## src/rtl/reg_wb_arbiter_pkg.sv

```systemverilog
// Shared types and constants for the register-file writeback arbiter.
// Optional build macro used elsewhere in this slice: REG_WB_FWD_EN.
package reg_wb_pkg;

  localparam int XLEN   = 32;
  localparam int REG_AW = 5;
  localparam int NREGS  = 1 << REG_AW;

  typedef enum logic [1:0] {
    IDLE = 2'd0,
    WAIT = 2'd1,
    HOLD = 2'd2
  } arb_state_e;

  // Counter width able to hold the value max_wait itself
  function automatic int cnt_width(input int max_wait);
    return (max_wait < 1) ? 1 : $clog2(max_wait + 1);
  endfunction

endpackage

```

## src/rtl/reg_wb_arbiter_if.sv

```systemverilog
// Bus bundle between WB / MUL-DIV / decode and the writeback arbiter.
// REG_WB_FWD_EN adds the operand forwarding outputs.
interface reg_wb_arbiter_if;
  import reg_wb_pkg::*;

  logic              wb_valid;
  logic [REG_AW-1:0] wb_addr;
  logic [XLEN-1:0]   wb_data;
  logic              md_valid;
  logic [REG_AW-1:0] md_addr;
  logic [XLEN-1:0]   md_data;
  logic              md_ready;
  logic              issue_valid;
  logic [REG_AW-1:0] issue_addr;
  logic              dec_valid;
  logic [REG_AW-1:0] rs1_addr;
  logic [REG_AW-1:0] rs2_addr;
  logic [REG_AW-1:0] rd_addr;
  logic              hazard;
  logic              pipe_hold;
  logic              reg_write_en;
  logic [REG_AW-1:0] reg_inaddress;
  logic [XLEN-1:0]   reg_in;
  logic [NREGS-1:0]  pending;
`ifdef REG_WB_FWD_EN
  logic              fwd1_hit;
  logic              fwd2_hit;
  logic [XLEN-1:0]   fwd1_data;
  logic [XLEN-1:0]   fwd2_data;

  modport slave (
    input  wb_valid, wb_addr, wb_data, md_valid, md_addr, md_data,
    input  issue_valid, issue_addr, dec_valid, rs1_addr, rs2_addr, rd_addr,
    output md_ready, hazard, pipe_hold, reg_write_en, reg_inaddress, reg_in, pending,
    output fwd1_hit, fwd2_hit, fwd1_data, fwd2_data
  );

  modport master (
    output wb_valid, wb_addr, wb_data, md_valid, md_addr, md_data,
    output issue_valid, issue_addr, dec_valid, rs1_addr, rs2_addr, rd_addr,
    input  md_ready, hazard, pipe_hold, reg_write_en, reg_inaddress, reg_in, pending,
    input  fwd1_hit, fwd2_hit, fwd1_data, fwd2_data
  );
`else
  modport slave (
    input  wb_valid, wb_addr, wb_data, md_valid, md_addr, md_data,
    input  issue_valid, issue_addr, dec_valid, rs1_addr, rs2_addr, rd_addr,
    output md_ready, hazard, pipe_hold, reg_write_en, reg_inaddress, reg_in, pending
  );

  modport master (
    output wb_valid, wb_addr, wb_data, md_valid, md_addr, md_data,
    output issue_valid, issue_addr, dec_valid, rs1_addr, rs2_addr, rd_addr,
    input  md_ready, hazard, pipe_hold, reg_write_en, reg_inaddress, reg_in, pending
  );
`endif

endinterface

```

## src/rtl/reg_wb_arbiter_scoreboard.sv

```systemverilog
// Pending-write scoreboard for outstanding MUL/DIV destinations,
// with a hit lookup for the three decode-stage register addresses.
module reg_scoreboard
  import reg_wb_pkg::*;
(
  input  logic              clk,
  input  logic              reset,
  input  logic              set_en,
  input  logic [REG_AW-1:0] set_addr,
  input  logic              clr_en,
  input  logic [REG_AW-1:0] clr_addr,
  input  logic [REG_AW-1:0] rs1_addr,
  input  logic [REG_AW-1:0] rs2_addr,
  input  logic [REG_AW-1:0] rd_addr,
  output logic [NREGS-1:0]  pending,
  output logic [2:0]        pend_hit
);

  logic [NREGS-1:0] pending_q;
  logic [NREGS-1:0] pending_d;
  logic [NREGS-1:0] set_mask;
  logic [NREGS-1:0] clr_mask;

  // Next pending vector: clear on handshake, then set on issue so set wins; x0 never tracked
  always_comb begin
    set_mask = '0;
    clr_mask = '0;
    if (set_en && (set_addr != '0)) set_mask[set_addr] = 1'b1;
    if (clr_en && (clr_addr != '0)) clr_mask[clr_addr] = 1'b1;
    pending_d = (pending_q & ~clr_mask) | set_mask;
  end

  // Pending vector register
  always_ff @(posedge clk) begin
    if (reset) pending_q <= '0;
    else       pending_q <= pending_d;
  end

  // Lookup of rs1/rs2/rd against the registered pending bits; x0 never hits
  always_comb begin
    pend_hit[0] = (rs1_addr != '0) && pending_q[rs1_addr];
    pend_hit[1] = (rs2_addr != '0) && pending_q[rs2_addr];
    pend_hit[2] = (rd_addr  != '0) && pending_q[rd_addr];
  end

  assign pending = pending_q;

endmodule

```

## src/rtl/reg_wb_arbiter.sv

```systemverilog
// Writeback arbiter for the RV32IM register file write port: WB stage vs
// MUL/DIV unit, with starvation guard (pipeline freeze) and decode hazards.
// REG_WB_FWD_EN: forward RS1/RS2 matches on WB input / write stage instead of stalling.
module reg_wb_arbiter
  import reg_wb_pkg::*;
#(
  parameter int MAX_WAIT = 4
) (
  input  logic             clk,
  input  logic             reset,
  reg_wb_arbiter_if.slave  bus
);

  localparam int            CW      = cnt_width(MAX_WAIT);
  localparam logic [CW-1:0] MAX_CNT = CW'(MAX_WAIT);
  localparam logic [CW-1:0] ONE_CNT = CW'(1);

  arb_state_e        state_q;
  logic [CW-1:0]     cnt_q;
  logic              pipe_hold_q;

  logic              reg_write_en_q, reg_write_en_d;
  logic [REG_AW-1:0] reg_inaddress_q, reg_inaddress_d;
  logic [XLEN-1:0]   reg_in_q, reg_in_d;

  logic              wb_req, in_hold, md_ready, md_stall, grant_wb, md_write;
  logic              wb_hit1, wb_hit2, ws_hit1, ws_hit2, hazard;
  logic [NREGS-1:0]  pending;
  logic [2:0]        pend_hit;

  // Port arbitration: WB wins unless frozen; x0 requests never claim the port
  always_comb begin
    wb_req   = bus.wb_valid && (bus.wb_addr != '0);
    in_hold  = (state_q == HOLD);
    md_ready = !reset && bus.md_valid && (in_hold || !wb_req);
    md_stall = !reset && bus.md_valid && !md_ready;
    grant_wb = !reset && !in_hold && wb_req;
    md_write = md_ready && (bus.md_addr != '0);
  end

  // Next write-port contents; address/data hold their value when nothing is granted
  always_comb begin
    reg_write_en_d  = 1'b0;
    reg_inaddress_d = reg_inaddress_q;
    reg_in_d        = reg_in_q;
    if (grant_wb) begin
      reg_write_en_d  = 1'b1;
      reg_inaddress_d = bus.wb_addr;
      reg_in_d        = bus.wb_data;
    end else if (md_write) begin
      reg_write_en_d  = 1'b1;
      reg_inaddress_d = bus.md_addr;
      reg_in_d        = bus.md_data;
    end
  end

  // Registered write port toward the register file
  always_ff @(posedge clk) begin
    if (reset) begin
      reg_write_en_q  <= 1'b0;
      reg_inaddress_q <= '0;
      reg_in_q        <= '0;
    end else begin
      reg_write_en_q  <= reg_write_en_d;
      reg_inaddress_q <= reg_inaddress_d;
      reg_in_q        <= reg_in_d;
    end
  end

  // Starvation FSM: count consecutive MD stalls, freeze the pipe after MAX_WAIT of them
  always_ff @(posedge clk) begin
    if (reset) begin
      state_q     <= IDLE;
      cnt_q       <= '0;
      pipe_hold_q <= 1'b0;
    end else begin
      case (state_q)
        IDLE: begin
          if (md_stall) begin
            cnt_q <= ONE_CNT;
            if (MAX_CNT == ONE_CNT) begin
              state_q     <= HOLD;
              pipe_hold_q <= 1'b1;
            end else begin
              state_q <= WAIT;
            end
          end
        end
        WAIT: begin
          if (md_stall) begin
            cnt_q <= cnt_q + ONE_CNT;
            if ((cnt_q + ONE_CNT) == MAX_CNT) begin
              state_q     <= HOLD;
              pipe_hold_q <= 1'b1;
            end
          end else begin
            state_q <= IDLE;
            cnt_q   <= '0;
          end
        end
        HOLD: begin
          if (md_ready || !bus.md_valid) begin
            state_q     <= IDLE;
            cnt_q       <= '0;
            pipe_hold_q <= 1'b0;
          end
        end
        default: begin
          state_q     <= IDLE;
          cnt_q       <= '0;
          pipe_hold_q <= 1'b0;
        end
      endcase
    end
  end

  reg_scoreboard u_scoreboard (
    .clk      (clk),
    .reset    (reset),
    .set_en   (bus.issue_valid),
    .set_addr (bus.issue_addr),
    .clr_en   (md_ready),
    .clr_addr (bus.md_addr),
    .rs1_addr (bus.rs1_addr),
    .rs2_addr (bus.rs2_addr),
    .rd_addr  (bus.rd_addr),
    .pending  (pending),
    .pend_hit (pend_hit)
  );

  // Decode hazard: pending hits always stall; source matches on WB input or write stage stall unless forwarded
  always_comb begin
    wb_hit1 = wb_req && (bus.wb_addr == bus.rs1_addr);
    wb_hit2 = wb_req && (bus.wb_addr == bus.rs2_addr);
    ws_hit1 = reg_write_en_q && (bus.rs1_addr != '0) && (reg_inaddress_q == bus.rs1_addr);
    ws_hit2 = reg_write_en_q && (bus.rs2_addr != '0) && (reg_inaddress_q == bus.rs2_addr);
`ifdef REG_WB_FWD_EN
    hazard  = !reset && bus.dec_valid && (|pend_hit);
`else
    hazard  = !reset && bus.dec_valid &&
              ((|pend_hit) || wb_hit1 || wb_hit2 || ws_hit1 || ws_hit2);
`endif
  end

`ifdef REG_WB_FWD_EN
  assign bus.fwd1_hit  = wb_hit1 || ws_hit1;
  assign bus.fwd2_hit  = wb_hit2 || ws_hit2;
  assign bus.fwd1_data = wb_hit1 ? bus.wb_data : reg_in_q;
  assign bus.fwd2_data = wb_hit2 ? bus.wb_data : reg_in_q;
`endif

  assign bus.md_ready      = md_ready;
  assign bus.hazard        = hazard;
  assign bus.pipe_hold     = pipe_hold_q;
  assign bus.reg_write_en  = reg_write_en_q;
  assign bus.reg_inaddress = reg_inaddress_q;
  assign bus.reg_in        = reg_in_q;
  assign bus.pending       = pending;

endmodule
```

## src/flat_wrapper.sv

```systemverilog
// flat-port wrapper written by rule: the top's interface ports become plain ports
module reg_wb_arbiter_flat import reg_wb_pkg::*;
#(
  parameter int MAX_WAIT = 4
)
  (clk, reset, bus_wb_valid, bus_wb_addr, bus_wb_data, bus_md_valid, bus_md_addr, bus_md_data, bus_issue_valid, bus_issue_addr, bus_dec_valid, bus_rs1_addr, bus_rs2_addr, bus_rd_addr, bus_md_ready, bus_hazard, bus_pipe_hold, bus_reg_write_en, bus_reg_inaddress, bus_reg_in, bus_pending);
  reg_wb_arbiter_if bus_i ();
  input  logic clk;
  input  logic reset;
  input wire logic [$bits(bus_i.wb_valid)-1:0] bus_wb_valid;
  input wire logic [$bits(bus_i.wb_addr)-1:0] bus_wb_addr;
  input wire logic [$bits(bus_i.wb_data)-1:0] bus_wb_data;
  input wire logic [$bits(bus_i.md_valid)-1:0] bus_md_valid;
  input wire logic [$bits(bus_i.md_addr)-1:0] bus_md_addr;
  input wire logic [$bits(bus_i.md_data)-1:0] bus_md_data;
  input wire logic [$bits(bus_i.issue_valid)-1:0] bus_issue_valid;
  input wire logic [$bits(bus_i.issue_addr)-1:0] bus_issue_addr;
  input wire logic [$bits(bus_i.dec_valid)-1:0] bus_dec_valid;
  input wire logic [$bits(bus_i.rs1_addr)-1:0] bus_rs1_addr;
  input wire logic [$bits(bus_i.rs2_addr)-1:0] bus_rs2_addr;
  input wire logic [$bits(bus_i.rd_addr)-1:0] bus_rd_addr;
  output wire logic [$bits(bus_i.md_ready)-1:0] bus_md_ready;
  output wire logic [$bits(bus_i.hazard)-1:0] bus_hazard;
  output wire logic [$bits(bus_i.pipe_hold)-1:0] bus_pipe_hold;
  output wire logic [$bits(bus_i.reg_write_en)-1:0] bus_reg_write_en;
  output wire logic [$bits(bus_i.reg_inaddress)-1:0] bus_reg_inaddress;
  output wire logic [$bits(bus_i.reg_in)-1:0] bus_reg_in;
  output wire logic [$bits(bus_i.pending)-1:0] bus_pending;
  assign bus_i.wb_valid = bus_wb_valid;
  assign bus_i.wb_addr = bus_wb_addr;
  assign bus_i.wb_data = bus_wb_data;
  assign bus_i.md_valid = bus_md_valid;
  assign bus_i.md_addr = bus_md_addr;
  assign bus_i.md_data = bus_md_data;
  assign bus_i.issue_valid = bus_issue_valid;
  assign bus_i.issue_addr = bus_issue_addr;
  assign bus_i.dec_valid = bus_dec_valid;
  assign bus_i.rs1_addr = bus_rs1_addr;
  assign bus_i.rs2_addr = bus_rs2_addr;
  assign bus_i.rd_addr = bus_rd_addr;
  assign bus_md_ready = bus_i.md_ready;
  assign bus_hazard = bus_i.hazard;
  assign bus_pipe_hold = bus_i.pipe_hold;
  assign bus_reg_write_en = bus_i.reg_write_en;
  assign bus_reg_inaddress = bus_i.reg_inaddress;
  assign bus_reg_in = bus_i.reg_in;
  assign bus_pending = bus_i.pending;
  reg_wb_arbiter #(.MAX_WAIT(MAX_WAIT)) u_core (.clk(clk), .reset(reset), .bus(bus_i));
endmodule
```

## config.mk

```make
export PLATFORM = sky130hd
export DESIGN_NAME = reg_wb_arbiter_flat
export DESIGN_NICKNAME = d
export VERILOG_FILES = /design/src/rtl/reg_wb_arbiter_pkg.sv /design/src/rtl/reg_wb_arbiter_if.sv /design/src/rtl/reg_wb_arbiter_scoreboard.sv /design/src/rtl/reg_wb_arbiter.sv /design/src/flat_wrapper.sv
export SDC_FILE = /design/constraint.sdc
export NUM_CORES = 1
export LEC_CHECK = 0
export CELL_PAD_IN_SITES_DETAIL_PLACEMENT = 1
export CELL_PAD_IN_SITES_GLOBAL_PLACEMENT = 2
export CORE_MARGIN = 1.5
export CORE_UTILIZATION = 23
export DETAILED_ROUTE_END_ITERATION = 10
export PLACE_DENSITY = 0.86
export SYNTH_ARGS = -nofsm -noshare
export SYNTH_HDL_FRONTEND = slang
export SYNTH_HIERARCHICAL = 1
export SYNTH_SLANG_ARGS = --single-unit
```

## constraint.sdc

```tcl
create_clock -name clk -period 2.9 [get_ports clk]
set_input_delay 0.58 -clock clk [delete_from_list [all_inputs] [get_ports clk]]
set_output_delay 0.58 -clock clk [all_outputs]
set_load 0.03 [all_outputs]
```

Word level (Yosys, flattened, before mapping)

Index checks and enable logic that the tools add are counted.

Flip-flop bits (word level): 76

Mux-type cells: 31
Eq/ne operators: 12
$lt $le $gt $ge: 7
Add/subtract/negate cells: 1
Bitwise operators: 4
Reduce and logical (&&, ||, !) cells: 44

Operators with widths:

| cell                                                                                | number |
|---|---|
| 32-bit 2-to-1 mux                                                                   | 4 |
| 32-bit AND                                                                          | 1 |
| 32-bit NOT                                                                          | 1 |
| 32-bit bitwise OR                                                                   | 1 |
| 5-bit by 6-bit less-than comparator with 1-bit output, second input constant        | 5 |
| 5-bit nonzero test                                                                  | 6 |
| 1-bit logical AND                                                                   | 21 |
| 5-bit == test                                                                       | 4 |
| 1-bit binary-select mux with 5-bit select                                           | 3 |
| 1-bit demux with 5-bit select                                                       | 2 |
| 5-bit by 1-bit greater-or-equal comparator with 1-bit output, second input constant | 2 |
| 1-bit 2-to-1 mux                                                                    | 10 |
| 5-bit 2-to-1 mux                                                                    | 2 |
| 3-bit 2-to-1 mux                                                                    | 3 |
| 3-bit one-hot mux with 3 select lines                                               | 1 |
| 2-bit 2-to-1 mux                                                                    | 4 |
| 1-bit logical OR                                                                    | 6 |
| 2-bit by 1-bit != test with 1-bit output, second input constant                     | 3 |
| 2-bit one-hot mux with 3 select lines                                               | 1 |
| 1-bit zero test                                                                     | 5 |
| 4-bit AND reduction                                                                 | 1 |
| 3-bit by 1-bit adder with 3-bit output, second input constant                       | 1 |
| 3-bit == test, second input constant                                                | 1 |
| 3-bit != test, second input constant                                                | 1 |
| other kinds (10)                                                                    | 10 |

Logic depth before layout (Yosys ltp)

Depth in word-level cells: 10
Depth in mapped cells: 9
Mapped depth without buffers: 7

By module

Netlist, hierarchy kept.

By module, submodules not included:

| module         | cells each | times used | area each (µm²) |
|---|---|---|---|
| reg_wb_arbiter | 243        | 1          | 2,396.0 |
| reg_scoreboard | 230        | 1          | 2,103.3 |

Worst setup path before layout

No wires, ideal clock.

Kind: input to register
Start: in bus_wb_addr[3]
End: reg u_core.u_scoreboard.pending_q[12], in the netlist u_core/u_scoreboard/pending[12]
Stages on the path: 9
Slack: -270 ps
Path buffers: 2
Arrival: 3,037 ps
Data required time: 2,768 ps
Setup time: 132 ps
Cells stage by stage: or4_4 > o21a_4 > o21ai_4 > buf_6 > buf_6 > nor2b_1 > or3b_2 > o21ai_0 > a21oi_1

Cells in the longest elaborated chain, start to end: 10

Ends and longest elaborated chain:

| element                | line                            | source |
|---|---|---|
| start: declaration     | flat_wrapper.sv:11              | `input wire logic [$bits(bus_i.wb_addr)-1:0] bus_wb_addr;` |
| 5-bit nonzero test     | reg_wb_arbiter.sv:33            | `wb_req = bus.wb_valid && (bus.wb_addr != '0);` |
| 1-bit logical AND      | reg_wb_arbiter.sv:33            |  |
| 1-bit zero test        | reg_wb_arbiter.sv:35            | `md_ready = !reset && bus.md_valid && (in_hold \|\| !wb_req);` |
| 1-bit logical OR       | reg_wb_arbiter.sv:35            |  |
| 1-bit logical AND      | reg_wb_arbiter.sv:35            |  |
| via bus_md_ready       | flat_wrapper.sv:22              | `output wire logic [$bits(bus_i.md_ready)-1:0] bus_md_ready;` |
| 1-bit logical AND      | reg_wb_arbiter_scoreboard.sv:29 | `if (clr_en && (clr_addr != '0)) clr_mask[clr_addr] = 1'b1;` |
| 32-bit 2-to-1 mux      | reg_wb_arbiter_scoreboard.sv:29 |  |
| 32-bit NOT             | reg_wb_arbiter_scoreboard.sv:30 | `pending_d = (pending_q & ~clr_mask) \| set_mask;` |
| 32-bit AND             | reg_wb_arbiter_scoreboard.sv:30 |  |
| 32-bit bitwise OR      | reg_wb_arbiter_scoreboard.sv:30 |  |
| end signal: assignment | reg_wb_arbiter_scoreboard.sv:36 | `else pending_q <= pending_d;` |
| end: declaration       | reg_wb_arbiter_scoreboard.sv:19 | `logic [NREGS-1:0] pending_q;` |

The timed path passes the listed nets, and every way through them passes these cells.
A chain may end at the register's enable or synchronous reset.

Final worst setup path

Start: reg u_core.u_scoreboard.pending_q[19], in the netlist u_core/u_scoreboard/pending[19]
End: out bus_hazard

Cells in the longest elaborated chain, start to end: 9

Ends and longest elaborated chain:

| element                                   | line                            | source |
|---|---|---|
| 1-bit binary-select mux with 5-bit select | reg_wb_arbiter_scoreboard.sv:42 | `pend_hit[1] = (rs2_addr != '0) && pending_q[rs2_addr];` |
| 1-bit 2-to-1 mux (implied by the code)    | reg_wb_arbiter_scoreboard.sv:42 |  |
| 1-bit logical AND                         | reg_wb_arbiter_scoreboard.sv:42 |  |
| via u_core.pend_hit[1]                    | reg_wb_arbiter.sv:29            | `logic [2:0] pend_hit;` |
| 3-bit OR reduction                        | reg_wb_arbiter.sv:141           | `((\|pend_hit) \|\| wb_hit1 \|\| wb_hit2 \|\| ws_hit1 \|\| ws_hit2);` |
| 1-bit logical OR (4 in series)            | reg_wb_arbiter.sv:141           |  |
| 1-bit logical AND                         | reg_wb_arbiter.sv:140           | `hazard = !reset && bus.dec_valid &&` |
| end: declaration                          | flat_wrapper.sv:23              | `output wire logic [$bits(bus_i.hazard)-1:0] bus_hazard;` |

The timed path passes the listed nets, and every way through them passes these cells. The select of a mux whose other input is x is not followed.

==> impl_metrics.json <==
{
  "start_kind": "register",
  "crit_type": "reg2out",
  "postCtsHoldBufs": 0,
  "first_global_vias": 5058,
  "ys_types": 46,
  "synthesis.area_mm2": 0.00450,
  "hold_viol": 0,
  "setup_viol": 1,
  "drv_slew": 0,
  "vias": 4705,
  "routedWlPerCell_um": 20.5,
  "synth.area.top_cells": "dfxtp_1, mux4_2, mux2i_1, a211oi_2, a21oi_1",
  "synth_flop_cell": "dfxtp_1",
  "final_cells": 939,
  "synth_edf_count": 0,
  "avgSynthCellArea_um2": 9.51,
  "dp.cells": 917,
  "drcViolationCount": 0,
  "synthArstFlopShare": 0,
  "overflow": 0,
  "violations": "negative setup slack",
  "hp-class": "reg2reg",
  "ys_ff_latch": 76,
  "power_density_mw_per_mm2": 406,
  "htree_levels": 3,
  "yosys.cell_count.top_type": "dfxtp_1",
  "yosysTopAreaCell": "dfxtp_1",
  "slew-limit-headroom": 0.434,
  "tns_ps": -165,
  "timing.final.ws_setup_ps": -165,
  "max_cap_violations": 0,
  "rows": 50,
  "finClkSkew_ps": 4.59,
  "syn_inst": 473,
  "start_util": 0.237,
  "status": "finished, violations left",
  "area_growth_pct": 57.1,
  "routed_wirelength_mm": 19.2,
  "critPathRequiredTime_ps": 2320,
  "syn_nets": 575,
  "ant_nets": 0,
  "yosysSeqAreaShare": 0.338,
  "avgViaCountPerCell": 5.01,
  "ys_warn_count": 6,
  "core_area_mm2": 0.0190,
  "hpwl_mm": 14.6,
  "gp_congestion": 0.849,
  "grt_pass1_wl_mm": 28.9,
  "cts-root-buf": "clkbuf_16",
  "grt_max_degree": 76,
  "yosys-top-cells-count": "dfxtp_1, nor2_1, mux2i_1",
  "fmax_ghz": 0.326,
  "finish.instance_area_mm2": 0.00707,
  "period_needed_ps": 3070,
  "numCtsBuffers": 9,
  "die_h_um": 143,
  "fin_crit_sh": 1.06,
  "n_fill_cell": 2154,
  "final_util": 0.373,
  "layout.nets": 775,
  "worst_skew_pair.late_latency_ps": 340,
  "path_clk_slew_ps": 50,
  "cp.arrival_ps": 2490,
  "die_w_um": 143,
  "ir_worst_vdd_mv": 0.226,
  "drt_first_pass_iters": 5,
  "cts_buffer_depth": 2,
  "dieArea_mm2": 0.0204,
  "tritoncts": "done",
  "p_total_uw": 2870,
  "cts_sinks": 76,
  "synth_top_area_frac": 0.338,
  "drive_gt1_frac": 0.193,
  "dpl_cell_area_mm2": 0.00673,
  "rsz0062_at_grt": "yes",
  "grt_antenna_before_repair": 1,
  "io_buffers": 172,
  "initialDrtViolationCount": 265,
  "worstMarginPinSlew_ps": 848,
  "crit_path_end_kind": "output port",
  "critical_path.max_fanout": 5,
  "grt_usage": 0.189,
  "p_leak_uw": 0.00267,
  "ios": 173
}
-- cells in the final DEF, fill, tap and decap left out, drive strengths merged, types with 3 or more instances in the layout --
master / n
clkbuf: 17
nand3b: 9
xnor2: 8
or3b: 3
dlygate4sd2: 3
or4: 3
mux2i: 41
buf: 55
dfxtp: 76
a21oi: 40
o21ai: 34
o211ai: 3
xor2: 11
inv: 4
a211oi: 38
nor2b: 4
nand2: 40
nand2b: 6
mux2: 7
nor2: 49
clkdlybuf4s50: 159
nand3: 6
nor3: 12
mux4: 22
nor4: 3
-- state kept, by name (all words and copies together), names as in the netlist --
signal,cells
u_core/bus.pipe_hold,1
u_core/u_scoreboard/pending,32
u_core/bus.reg_in,32
u_core/cnt_q,3
u_core/state_q,2
u_core/bus.reg_inaddress,5
u_core/bus.reg_write_en,1
-- critical path, cell delays in order, from the launching register on --
cell	delay, ps
dfxtp_1	430
mux4_2	500
mux2i_1	190
nor3b_1	90
or4_4	430
nor3_4	190
a41oi_4	150
buf_6	160
-- per-stage QoR --
step | setup slack (ps) | hold slack, ps
finish | -165 | 522
CTS | -278 | 527
global placement | -740 | 482
global route | -237 | 555
detailed placement | -776 | 520
floorplan | 51.3 | 469
-- path summary, 6_finish.rpt --
check | startpoint | end | slack, ps | cells after the start
worst max-delay path | u_core/u_scoreboard/pending[19]$_SDFF_PP0_ | bus_hazard | -170 | 7
worst min-delay path | u_core/cnt_q[2]$_SDFFE_PP0P_ | u_core/cnt_q[2]$_SDFFE_PP0P_ | 520 | 1
worst max register to register | u_core/state_q[1]$_SDFFE_PP0P_ | u_core/u_scoreboard/pending[16]$_SDFF_PP0_ | 1030 | 6
worst min register to register | u_core/cnt_q[2]$_SDFFE_PP0P_ | u_core/cnt_q[2]$_SDFFE_PP0P_ | 520 | 1
-- report_power, final --
group	internal (uW)	switching [uW]
Combinational	353	355
Sequential	1090	43.9
Clock	601	423
-- layer usage --
layer	wire [um]	GRT usage
met4	756	0.104
met5	0	0
met2	9600	0.316
met3	1070	0.0362
met1	7800	0.229
-- what timing repair did --
item	in CTS	in global routing
pin swaps	6	9
buffers inserted	2	4
resized for setup	24	19
endpoints found under the setup margin	1	2
-- layout make-up --
cell class,instances,area [um2],share of cell area
antenna,1,2.50,0.000354
timing repair buffer,222,2130,0.302
clock buffer,14,254,0.0359
multi-input combinational,360,2800,0.396
sequential,76,1530,0.217
inverter,4,15.0,0.00212
clock inverter,2,10.0,0.00142
tap,260,325,0.0460
-- cell families (layout without fill, tap and decap cells) --
kind of cell	Yosys count	in the layout	synth area share
buffers and inverters	37	242	0.0520
AOI/OAI and AO/OA	124	124	0.192
xor gates and xnor gates	19	19	0.0370
and+or+nand+nor	145	145	0.155
muxes	70	70	0.221
other	0	1	0
DFF	76	76	0.338
adders and majority gates	2	2	0.00556
Note: power is estimated with default switching activity, not from simulation.
